`src/rtl/spike_rate_decoder.sv`:
```
// Spike-count rate decoder: counts spikes over WINDOW cycles and presents a saturated
// count on a valid/ready port. Define RATE_SMOOTH_EN for a rounded two-point running average.
module spike_rate_decoder #(
    parameter int WINDOW = 255,
    parameter int OUT_W  = 8
) (
    input  logic             clk,
    input  logic             rst_n,
    input  logic             enable,
    input  logic             spike,
    output logic [OUT_W-1:0] rate,
    output logic             rate_valid,
    input  logic             rate_ready,
    output logic             overrun,
    output logic             busy
);

    localparam int WW = (WINDOW > 1) ? $clog2(WINDOW) : 1;
    localparam int CW = $clog2(WINDOW + 1);
    localparam int SW = (CW > OUT_W + 1) ? CW : OUT_W + 1;
    localparam logic [WW-1:0] WIN_LAST = WW'(WINDOW - 1);
    localparam logic [SW-1:0] RATE_MAX = SW'((2 ** OUT_W) - 1);

    typedef enum logic {S_IDLE, S_COUNT} state_t;

    state_t           r_state, w_state_next;
    logic [WW-1:0]    r_win_cnt, w_win_cnt_next;
    logic [CW-1:0]    r_spk_cnt, w_spk_cnt_next;
    logic [OUT_W-1:0] r_rate, w_rate_next;
    logic             r_rate_valid, w_rate_valid_next;
    logic             r_overrun, w_overrun_next;

    logic             w_close;
    logic             w_xfer;
    logic [SW-1:0]    w_count;
    logic [OUT_W-1:0] w_sat;
    logic [OUT_W-1:0] w_load;

    assign w_close = (r_state == S_COUNT) && (r_win_cnt == WIN_LAST);
    assign w_xfer  = r_rate_valid && rate_ready;
    // The closing cycle's spike belongs to the window it closes.
    assign w_count = SW'(r_spk_cnt) + SW'(spike);
    assign w_sat   = (w_count > RATE_MAX) ? {OUT_W{1'b1}} : w_count[OUT_W-1:0];

`ifdef RATE_SMOOTH_EN
    logic             r_first;
    logic [OUT_W:0]   w_avg;

    assign w_avg  = ({1'b0, r_rate} + {1'b0, w_sat} + (OUT_W + 1)'(1)) >> 1;
    assign w_load = r_first ? w_sat : w_avg[OUT_W-1:0];

    // Only reset re-arms the direct load; enable toggling keeps the running average.
    always_ff @(posedge clk or posedge rst_n) begin
        if (rst_n) begin
            r_first <= 1'b1;
        end else if (w_close) begin
            r_first <= 1'b0;
        end
    end
`else
    assign w_load = w_sat;
`endif

    always_comb begin
        w_state_next      = r_state;
        w_win_cnt_next    = r_win_cnt;
        w_spk_cnt_next    = r_spk_cnt;
        w_rate_next       = r_rate;
        w_rate_valid_next = r_rate_valid;
        w_overrun_next    = r_overrun;

        if (w_xfer) begin
            w_rate_valid_next = 1'b0;
        end

        case (r_state)
            S_IDLE: begin
                if (enable) begin
                    w_state_next = S_COUNT;
                end
            end
            S_COUNT: begin
                if (w_close) begin
                    w_rate_next       = w_load;
                    w_rate_valid_next = 1'b1;
                    if (r_rate_valid && !rate_ready) begin
                        w_overrun_next = 1'b1;
                    end
                    w_win_cnt_next = '0;
                    w_spk_cnt_next = '0;
                end else begin
                    w_win_cnt_next = r_win_cnt + WW'(1);
                    w_spk_cnt_next = r_spk_cnt + CW'(spike);
                end
                // A closing window still completes when enable drops on the same edge.
                if (!enable) begin
                    w_state_next   = S_IDLE;
                    w_win_cnt_next = '0;
                    w_spk_cnt_next = '0;
                end
            end
            default: begin
                w_state_next = S_IDLE;
            end
        endcase
    end

    always_ff @(posedge clk or posedge rst_n) begin
        if (rst_n) begin
            r_state      <= S_IDLE;
            r_win_cnt    <= '0;
            r_spk_cnt    <= '0;
            r_rate       <= '0;
            r_rate_valid <= 1'b0;
            r_overrun    <= 1'b0;
        end else begin
            r_state      <= w_state_next;
            r_win_cnt    <= w_win_cnt_next;
            r_spk_cnt    <= w_spk_cnt_next;
            r_rate       <= w_rate_next;
            r_rate_valid <= w_rate_valid_next;
            r_overrun    <= w_overrun_next;
        end
    end

    assign rate       = r_rate;
    assign rate_valid = r_rate_valid;
    assign overrun    = r_overrun;
    assign busy       = (r_state == S_COUNT);

endmodule

```
`config.mk`:
```
export PLATFORM = sky130hd
export DESIGN_NAME = spike_rate_decoder
export DESIGN_NICKNAME = d
export VERILOG_FILES = /design/src/rtl/spike_rate_decoder.sv
export SDC_FILE = /design/constraint.sdc
export NUM_CORES = 1
export LEC_CHECK = 0
export BUFFER_PORTS_ARGS = -buffer_cell sky130_fd_sc_hd__buf_2
export CAP_MARGIN = 20
export CORE_UTILIZATION = 25
export CTS_CLUSTER_SIZE = 16
export DETAILED_ROUTE_END_ITERATION = 6
export GPL_ROUTABILITY_DRIVEN = 0
export HOLD_SLACK_MARGIN = 0.12
export SYNTH_ARGS = -nofsm -noshare
export SYNTH_HDL_FRONTEND = slang
export SYNTH_SLANG_ARGS = --single-unit
```
`constraint.sdc`:
```
create_clock -name clk -period 3.6 [get_ports clk]
set_input_delay 0.18 -clock clk [delete_from_list [all_inputs] [get_ports clk]]
set_output_delay 0.18 -clock clk [all_outputs]
set_load 0.02 [all_outputs]
```
==> results.yml, run 1 <==
clock_tree:
  numCtsBuffers: 3
  clk_path_buf_depth: 2
  cts_tree: "yes"
  cts_max_level: 1
  post_cts_buffers: 0
  clk_latency_ns: 0.27
  clkSlewWorstSetupHoldPaths_ns: 0.09
  cts_root_buf: "clkbuf_8"
  cts.sinks: 27
worst_setup_path:
  critPathCaptureType: "flop"
  crit_type: "reg -> reg"
  crit_arrival_ns: 1.98
  rr_worst_depth: 4
  start_kind: "flop"
  path_max_fanout: 19
  cp.required_ns: 3.76
global_route:
  grt_max_degree: 28
  grt_overflow: 0
  grt_pass1_vias: 893
  track_usage_pct: 9.94
  grt_pass1_wl_um: 4130
  antenna_found_initial: 0
finish:
  antenna_cells: 0
  syn_to_final_growth_pct: 17.0
  fillers: 511
  fin_nets: 151
  fin_area_mm2: 0.00153
  ff_latch_area_um2: 676
  drive_above_1_share_pct: 21.3
  multi_input_area_um2: 572
detailed_routing:
  detail-route-antenna-nets: 0
  viasPerCell: 4.36
  drt_iter0_markers: 57
  vias: 907
  wirelength_um: 2420
  wl_per_cell_um: 11.6
  drc: 0
  drtPass1Iterations: 4
power:
  ir_drop_uv: 138
  leakage_nw: 0.678
  powerDensity_mw_per_mm2: 356
synth:
  ys_seq_elements: 27
  synthesis.area_mm2: 0.00131
  yosys_warnings: 0
  synth_edf_count: 0
  synthTopCellsByArea: "dfrtp_1 (52%), xnor2_1 (5.3%), nor2_1 (4.3%), ha_1 (3.8%), inv_1 (3.4%)"
  yosysSeqAreaShare_pct: 51.6
  synth.largest_area_cell: "dfrtp_1"
  synthCells: 122
  syn-mean-instance-area_um2: 10.7
  synthArstFlopShare_pct: 100
  syn-num-nets: 131
  synth_ff_type: "dfrtp_1"
  ys_types: 29
  synth.top_cell.area_share_pct: 51.6
die:
  initial_core_util_pct: 26.8
  die_h_um: 74.4
  core_area_mm2: 0.00488
  rows: 25
  dieArea_mm2: 0.00553
  boundaryPins: 16
  die_x_um: 74.4
worst_hold_path:
  hp-class: "in -> reg"
  min_path_cells: 3
timing:
  setup_viol: 0
  fin_tns_setup_ns: 0
  worst_slew_margin_rel_pct: 55.1
  fmax_ghz: 0.548
  tightest_slew_ns: 0.673
  slew_viol_final: 0
  fin_crit_ns: 1.82
  hold_violations: 0
  rsz0062_at_grt: "false"
  clock_skew_ns: 0.00176
  timing.final.crit_share_pct: 50.7
place:
  port_buffers: 15
  hpwl_um: 1750
  place_area_mm2: 0.00145
outcome:
  outcome: "finished clean"
flow_run:
  cap_violations: 0
## power breakdown
| part | internal, mW | switching, mW | leakage [nW] |
|---|---|---|---|
| Clock | 0.0775 | 0.0923 | 0.0255 |
| Combinational | 0.0195 | 0.0281 | 0.324 |
| Sequential | 0.313 | 0.0145 | 0.328 |
## synthesized netlist by cell type, types with 3 or more instances
cell and n:
xnor2_1 8, xor2_1 3, inv_1 12, nor3_1 4
ha_1 4, a21o_1 3, o22ai_1 7, nor2_1 15
nand2_1 5, dfrtp_1 27, a21oi_1 8
## final cells by class
cell class,count,share of cell area (%)
inverter,12,2.94
clock inverter,1,0.327
sequential,27,44.1
multi-input combinational,80,37.3
clock buffer,3,2.69
tap,67,5.47
timing repair buffer,18,7.18
## flip-flops by register name (all words and copies together) (netlist names)
| signal | count |
|---|---|
| rate | 8 |
| rate_valid | 1 |
| r_win_cnt | 8 |
| r_spk_cnt | 8 |
| busy | 1 |
| overrun | 1 |
## kinds of logic (layout without fill, tap and decap cells)
group | Yosys count | after routing | synth area share, %
adder cells (fa/ha/maj) | 4 | 4 | 3.82
AND/OR/NAND/NOR | 37 | 37 | 17.1
buffers and inverters | 15 | 34 | 4.78
flip-flops | 27 | 27 | 51.6
AO/OA/AOI/OAI | 26 | 26 | 13.8
XOR/XNOR | 11 | 11 | 7.35
multiplexers | 2 | 2 | 1.53
## layer usage
layer	wire length, um	part of all wire [%]	vias up	GRT usage, %
met3	40	1.7	2	1.22
met2	1140	47	9	16.2
li1	-	-	454	-
met1	1210	50	442	13.0
met5	0	0	-	0
met4	34	1.4	0	5.03
## timing repair
action	CTS	global route
hold buffers	1	1
setup endpoints to repair	0	0
gates resized for setup	0	0
endpoints found under the hold margin	1	13
## final timing paths
check                               startpoint                        to  slack [ns]
setup / recovery                busy$_DFF_PP0_       rate[7]$_DFFE_PP0P_        1.78
hold / removal                      rate_ready      rate_valid$_DFF_PP0_        0.20
setup reg to reg                busy$_DFF_PP0_       rate[7]$_DFFE_PP0P_        1.78
hold reg to reg            overrun$_DFFE_PP0P_       overrun$_DFFE_PP0P_        0.47
max in group asynchronous                rst_n      rate_valid$_DFF_PP0_        2.62
min in group asynchronous                rst_n  r_win_cnt[4]$_DFFE_PP0P_        0.50
## per-stage QoR
step | std cells | total power, mW | worst slack, ns | utilization, % | hold slack (ns)
2_1_floorplan | 122 | 0.366 | 2.16 | - | 0.211
3_3_place_gp | 201 | 0.378 | 1.87 | 29.7 | 0.364
3_5_place_dp | 201 | 0.379 | 1.79 | 29.7 | 0.363
4_1_cts | 206 | 0.550 | 1.77 | 30.9 | 0.185
5_1_grt | 208 | 0.575 | 1.59 | 31.4 | 0.203
6_report | 208 | 0.545 | 1.78 | 31.4 | 0.199
## layout by cell type, fill, tap and decap left out
master / netlist / layout
dfrtp_1: 27 / 27
nor2_1: 15 / 15
buf_2: 2 / 15
inv_1: 12 / 12
xnor2_1: 8 / 8
a21oi_1: 8 / 8
o22ai_1: 7 / 7
nand2_1: 5 / 5
nor3_1: 4 / 4
ha_1: 4 / 4
a21o_1: 3 / 3
xor2_1: 3 / 3
clkbuf_8: 0 / 3
nand4_4: 2 / 2
o21ai_2: 2 / 2
nand4_1: 2 / 2
nand3_1: 2 / 2
and3_1: 2 / 2
mux2i_1: 2 / 2
o21ai_0: 2 / 2
dlygate4sd3_1: 0 / 2
and2_1: 1 / 1
nor2_4: 1 / 1
a31o_2: 1 / 1
nand3_2: 1 / 1
o31a_2: 1 / 1
nor3_4: 1 / 1
o31ai_1: 1 / 1
o211ai_4: 1 / 1
nor3b_1: 1 / 1
clkinv_2: 0 / 1
buf_8: 0 / 1
## critical path, stage by stage (launching register included)
cell,delay [ns]
dfrtp_1,0.78
nand4_4,0.27
nor2_4,0.29
o31a_2,0.28
a21oi_1,0.09
(Power assumes the default switching activity.)
==> inputs of run 2 (changes only) <==
clock period = 1.5 ns   (was 3.6 ns; I/O delays follow)
==> run 2 against run 1 <==
Highest routed layer unchanged. First-iteration DRC count fell by 53%. Cell count increased by 6.3%. Critical endpoint is now rate[6]$_DFFE_PP0P_. Design area increased by 9.3%. Utilization increased by 2.9 points.
==> results.yml, run 2 (synthesis gave the netlist of run 1 again) <==
detailed_routing:
  viasPerCell: 4.29
  wirelength_um: 2530
  detail-route-antenna-nets: 0
  wl_per_cell_um: 11.4
  drtPass1Iterations: 4
  drc: 0
  drt_iter0_markers: 27
  vias: 949
power:
  pwr-share-clk_pct: 30.3
  swShare_pct: 24.5
  seqPwrFrac_pct: 58.0
  power.internal_mw: 1.02
  leakage_nw: 0.736
  combPwrFrac_pct: 11.7
  powerDensity_mw_per_mm2: 804
  ir_drop_uv: 328
  switching_power_uw: 330
clock_tree:
  clk_latency_ns: 0.27
  cts.sinks: 27
  numCtsBuffers: 3
  clkSlewWorstSetupHoldPaths_ns: 0.09
  cts_root_buf: "clkbuf_8"
  clk_path_buf_depth: 2
  cts_max_level: 1
  cts_tree: "yes"
die:
  rows: 25
  die_h_um: 74.4
  die_x_um: 74.4
  boundaryPins: 16
  initial_core_util_pct: 26.8
  dieArea_mm2: 0.00553
  core_area_mm2: 0.00488
finish:
  drive_above_1_share_pct: 29.9
  final_cell_mix: "dfrtp_1 (27), nor2_1 (15), buf_2 (15), buf_4 (12), inv_1 (11)"
  fin_util_pct: 34.3
  syn_to_final_growth_pct: 27.9
  final_common_cell: "dfrtp_1"
  antenna_cells: 0
  fin_nets: 164
global_route:
  grt_pass1_vias: 961
  track_usage_pct: 10.4
  grt_max_degree: 28
  grt_overflow: 0
  grt_pass1_wl_um: 4280
  antenna_found_initial: 0
worst_setup_path:
  cp.required_ns: 1.66
  crit_arrival_ns: 1.62
  critPathCaptureType: "flop"
  crit_type: "reg -> reg"
  rr_worst_depth: 6
  start_kind: "flop"
  path_max_fanout: 4
timing:
  fmax_ghz: 0.686
  rsz0062_at_grt: "true"
  tightest_slew_ns: 0.336
  fin_crit_ns: 1.46
  worst_slew_margin_rel_pct: 77.6
  hold_violations: 0
  hold_slack_ns: 0.235
  slew_viol_final: 0
  clock_skew_ns: 0.00619
  setup_viol: 0
  timing.final.crit_share_pct: 97.1
outcome:
  outcome: "finished clean"
worst_hold_path:
  hp-class: "in -> reg"
  min_path_cells: 4
place:
  port_buffers: 15
  hpwl_um: 1770
flow_run:
  cap_violations: 0
## run 2: cell type report
cell class	count	area (um2)
clock buffers	4	45.0
fillers	523	3200
inverters	12	45.0
multi-input cells	80	619
flip-flops and latches	27	676
well taps	67	83.8
repair buffers	31	206
## run 2: power groups by stage
stage	Combinational [mW]	Sequential, mW	Clock [mW]
global route	0.181	0.786	0.450
detailed placement	0.139	0.791	0
finish	0.157	0.781	0.408
floorplan	0.0899	0.789	0
CTS	0.146	0.776	0.432
global placement	0.139	0.790	0
## run 2: critical path, stage by stage (launching register included)
cell and delay (ns):
dfrtp_1 0.35, ha_2 0.20, ha_4 0.16, nand3_4 0.09, nor3_4 0.24, mux2i_1 0.22
o31ai_1 0.09
## run 2: per-stage QoR
stage / total power [mW] / cell area, um2 / setup TNS (ns) / cells / worst slack (ns)
floorplan: 0.879 / 1310 / 0 / 122 / 0.0625
global placement: 0.929 / 1530 / 0 / 212 / 0.0200
detailed placement: 0.930 / 1530 / -0.105 / 212 / -0.0400
CTS: 1.35 / 1620 / 0 / 219 / 0.00384
global route: 1.42 / 1680 / -0.0377 / 221 / -0.0375
finish: 1.35 / 1680 / 0 / 221 / 0.0433
## run 2: repair_timing
item                       in CTS  in global routing
hold buffers                    3                  0
pin swaps                       1                  4
setup endpoints to repair       8                 20
gates resized for setup         2                  8
hold endpoints to repair       30                  0
setup buffers                   0                  2
## run 2: final timing paths
path | from | end | slack, ns
max in group asynchronous | rst_n | rate[1]$_DFFE_PP0P_ | 0.85
worst min-delay path | spike | rate[0]$_DFFE_PP0P_ | 0.23
min in group asynchronous | rst_n | r_win_cnt[3]$_DFFE_PP0P_ | 0.39
worst max register to register | r_spk_cnt[0]$_DFFE_PP0P_ | rate[6]$_DFFE_PP0P_ | 0.04
worst max-delay path | r_spk_cnt[0]$_DFFE_PP0P_ | rate[6]$_DFFE_PP0P_ | 0.04
worst min register to register | overrun$_DFFE_PP0P_ | overrun$_DFFE_PP0P_ | 0.47
## run 2: per-layer routing
| layer | track usage [%] | part of all wire (%) | vias up |
|---|---|---|---|
| met5 | 0 | 0 | - |
| met4 | 6.29 | 2.5 | 0 |
| met3 | 1.36 | 2.1 | 5 |
| met2 | 17.4 | 48 | 10 |
| met1 | 12.7 | 47 | 453 |
| li1 | - | - | 481 |
==> inputs of run 3 (changes only) <==
ABC_AREA = 1   (was default)
CTS_CLUSTER_SIZE = 20   (was 16)
==> run 3 against run 2 <==
Die area is 1.9% higher. Via count rose by 12%. Clock skew fell by 0.0013 ns. Flip-flop and latch count unchanged. Sequential share of layout area rose by 1.7 points. Register-to-register slack improved by 0.09 ns. First-iteration DRC count up 19%. Cell count is 15% higher. Utilization down 3.0 points. Design area is 4.0% lower. Wire length is 4.7% higher. Count of clock-buffer cells in the layout unchanged. Largest power group unchanged.
==> results.yml, run 3 <==
finish:
  syn_to_final_growth_pct: 20.5
  drive_above_1_share_pct: 17.9
  antenna_cells: 0
  final_common_cell: "nand2_1"
  fin_nets: 194
  final_cell_mix: "nand2_1 (44), dfrtp_1 (27), nor2_1 (21), inv_1 (16), buf_2 (15)"
worst_setup_path:
  slowest_stage: "dfrtp_1"
  start_kind: "flop"
  cp_num_buf_inv: 0
  critPathMaxStageDelay_ns: 0.36
  cp.required_ns: 1.70
  path_max_fanout: 3
  path_cells: "ha_2, ha_2, nand2_1, nor2_2, nand2_1, nand2_1, nand2_1, a21oi_1"
  cpMostUsedCell: "nand2_1"
  critPathLaunch: "r_spk_cnt[0]$_DFFE_PP0P_"
  reg2reg_from: "r_spk_cnt[0]$_DFFE_PP0P_"
  crit_type: "reg -> reg"
  critPathCaptureType: "flop"
  crit_arrival_ns: 1.57
  crit_family: "simple AND/OR/NAND/NOR gates"
synth:
  synth.largest_area_cell: "dfrtp_1"
  synth_ff_type: "dfrtp_1"
  yosysMostFrequentCell: "nand2_1"
  syn-mean-instance-area_um2: 8.34
  synthesis.area_mm2: 0.00134
  yosys_warnings: 0
  syn-num-nets: 169
  ys_seq_elements: 27
  ys_types: 21
  synth.top_cell.area_share_pct: 50.6
  synthTopCellsByArea: "dfrtp_1 (51%), nand2_1 (12%), nor2_1 (6.5%), inv_1 (4.5%), o21ai_0 (4.1%)"
  synth_edf_count: 0
  synthArstFlopShare_pct: 100
  ys_top_cells_by_count: "nand2_1 (44), dfrtp_1 (27), nor2_1 (23)"
  synthCells: 160
  yosysSeqAreaShare_pct: 50.6
die:
  die_h_um: 75.1
  core_area_mm2: 0.00514
  boundaryPins: 16
  dieArea_mm2: 0.00564
  die_x_um: 75.1
  rows: 26
  initial_core_util_pct: 26.0
timing:
  clock_skew_ns: 0.00491
  tightest_slew_ns: 0.341
  worst_slew_margin_rel_pct: 77.2
  setup_viol: 0
  hold_violations: 0
  fin_crit_ns: 1.36
  fin_tns_setup_ns: 0
  fmax_ghz: 0.733
  slew_viol_final: 0
  rsz0062_at_grt: "false"
  timing.final.crit_share_pct: 91.0
flow_run:
  cap_violations: 0
detailed_routing:
  wirelength_um: 2640
  detail-route-antenna-nets: 0
  drtPass1Iterations: 4
  drc: 0
  drt_iter0_markers: 32
  vias: 1066
  viasPerCell: 4.20
  wl_per_cell_um: 10.4
global_route:
  grt_max_degree: 28
  grt_pass1_vias: 1064
  grt_overflow: 0
  grt_pass1_wl_um: 4750
  track_usage_pct: 11.1
  antenna_found_initial: 0
power:
  powerDensity_mw_per_mm2: 800
  leakage_nw: 0.758
  ir_drop_uv: 363
  finalPower_mw: 1.29
clock_tree:
  clk_path_buf_depth: 2
  clkSlewWorstSetupHoldPaths_ns: 0.09
  cts.sinks: 27
  cts_root_buf: "clkbuf_8"
  numCtsBuffers: 3
  cts_tree: "yes"
  cts_max_level: 1
  clk_latency_ns: 0.27
  post_cts_buffers: 0
outcome:
  outcome: "finished clean"
place:
  hpwl_um: 1960
  port_buffers: 15
worst_hold_path:
  min_from: "spike"
  hp-class: "in -> reg"
## run 3: worst reg2reg max path, stage by stage, from the launching register on
cell and delay [ns]:
dfrtp_1 0.36, ha_2 0.19, ha_2 0.20, nand2_1 0.09, nor2_2 0.14, nand2_1 0.06, nand2_1 0.05, nand2_1 0.07
a21oi_1 0.13
## run 3: power breakdown
part | leakage, nW | internal (mW) | switching (mW) | total (mW)
combinational | 0.382 | 0.0417 | 0.0616 | 0.103
clock | 0.0228 | 0.190 | 0.224 | 0.414
sequential | 0.353 | 0.748 | 0.0210 | 0.769
total | 0.758 | 0.980 | 0.306 | 1.29
## run 3: repair_timing
item | CTS | global route
hold buffers | 3 | 0
resized for setup | 0 | 8
endpoints found under the hold margin | 30 | 0
endpoints found under the setup margin | 0 | 12
## run 3: kinds of logic after synthesis
family | share of synthesized area, %
AND/OR/NAND/NOR | 26.9
flip-flops | 50.6
AO/OA/AOI/OAI | 9.09
buffers and inverters | 5.72
XOR/XNOR | 3.94
adder cells (fa/ha/maj) | 3.75
## run 3: final timing paths
check,cells after the start,end,slack [ns]
worst max register to register,8,rate[6]$_DFFE_PP0P_,0.14
max in group asynchronous,4,busy$_DFF_PP0_,0.85
worst min register to register,1,overrun$_DFFE_PP0P_,0.46
min in group asynchronous,4,rate[1]$_DFFE_PP0P_,0.39
worst min-delay path,4,rate[0]$_DFFE_PP0P_,0.24
worst max-delay path,8,rate[6]$_DFFE_PP0P_,0.14
## run 3: per-layer routing
| layer | vias up | wire length [um] | global-route usage, % |
|---|---|---|---|
| li1 | 554 | - | - |
| met2 | 13 | 1260 | 18.9 |
| met3 | 0 | 80 | 3.61 |
| met1 | 499 | 1310 | 14.3 |
| met5 | - | 0 | 0 |
| met4 | 0 | 0 | 0.629 |
## run 3: metrics by stage
stage          setup slack, ns  area [um2]  hold WS [ns]  instances  util, %
3_3_place_gp            0.0419        1520         0.152        247     29.5
2_1_floorplan            0.211        1340         0.106        160        -
4_1_cts                 0.0418        1590         0.215        254     31.0
3_5_place_dp            0.0555        1520         0.160        247     29.5
5_1_grt                0.00932        1610         0.276        254     31.3
6_report                 0.135        1610         0.242        254     31.3
## run 3: cell type report
type,count,area [um2]
Fill cell,601,3530
Sequential cell,27,676
Clock buffer,4,45.0
Inverter,18,72.6
Timing Repair Buffer,21,128
Multi-Input combinational cell,114,601
Tap cell,70,87.6
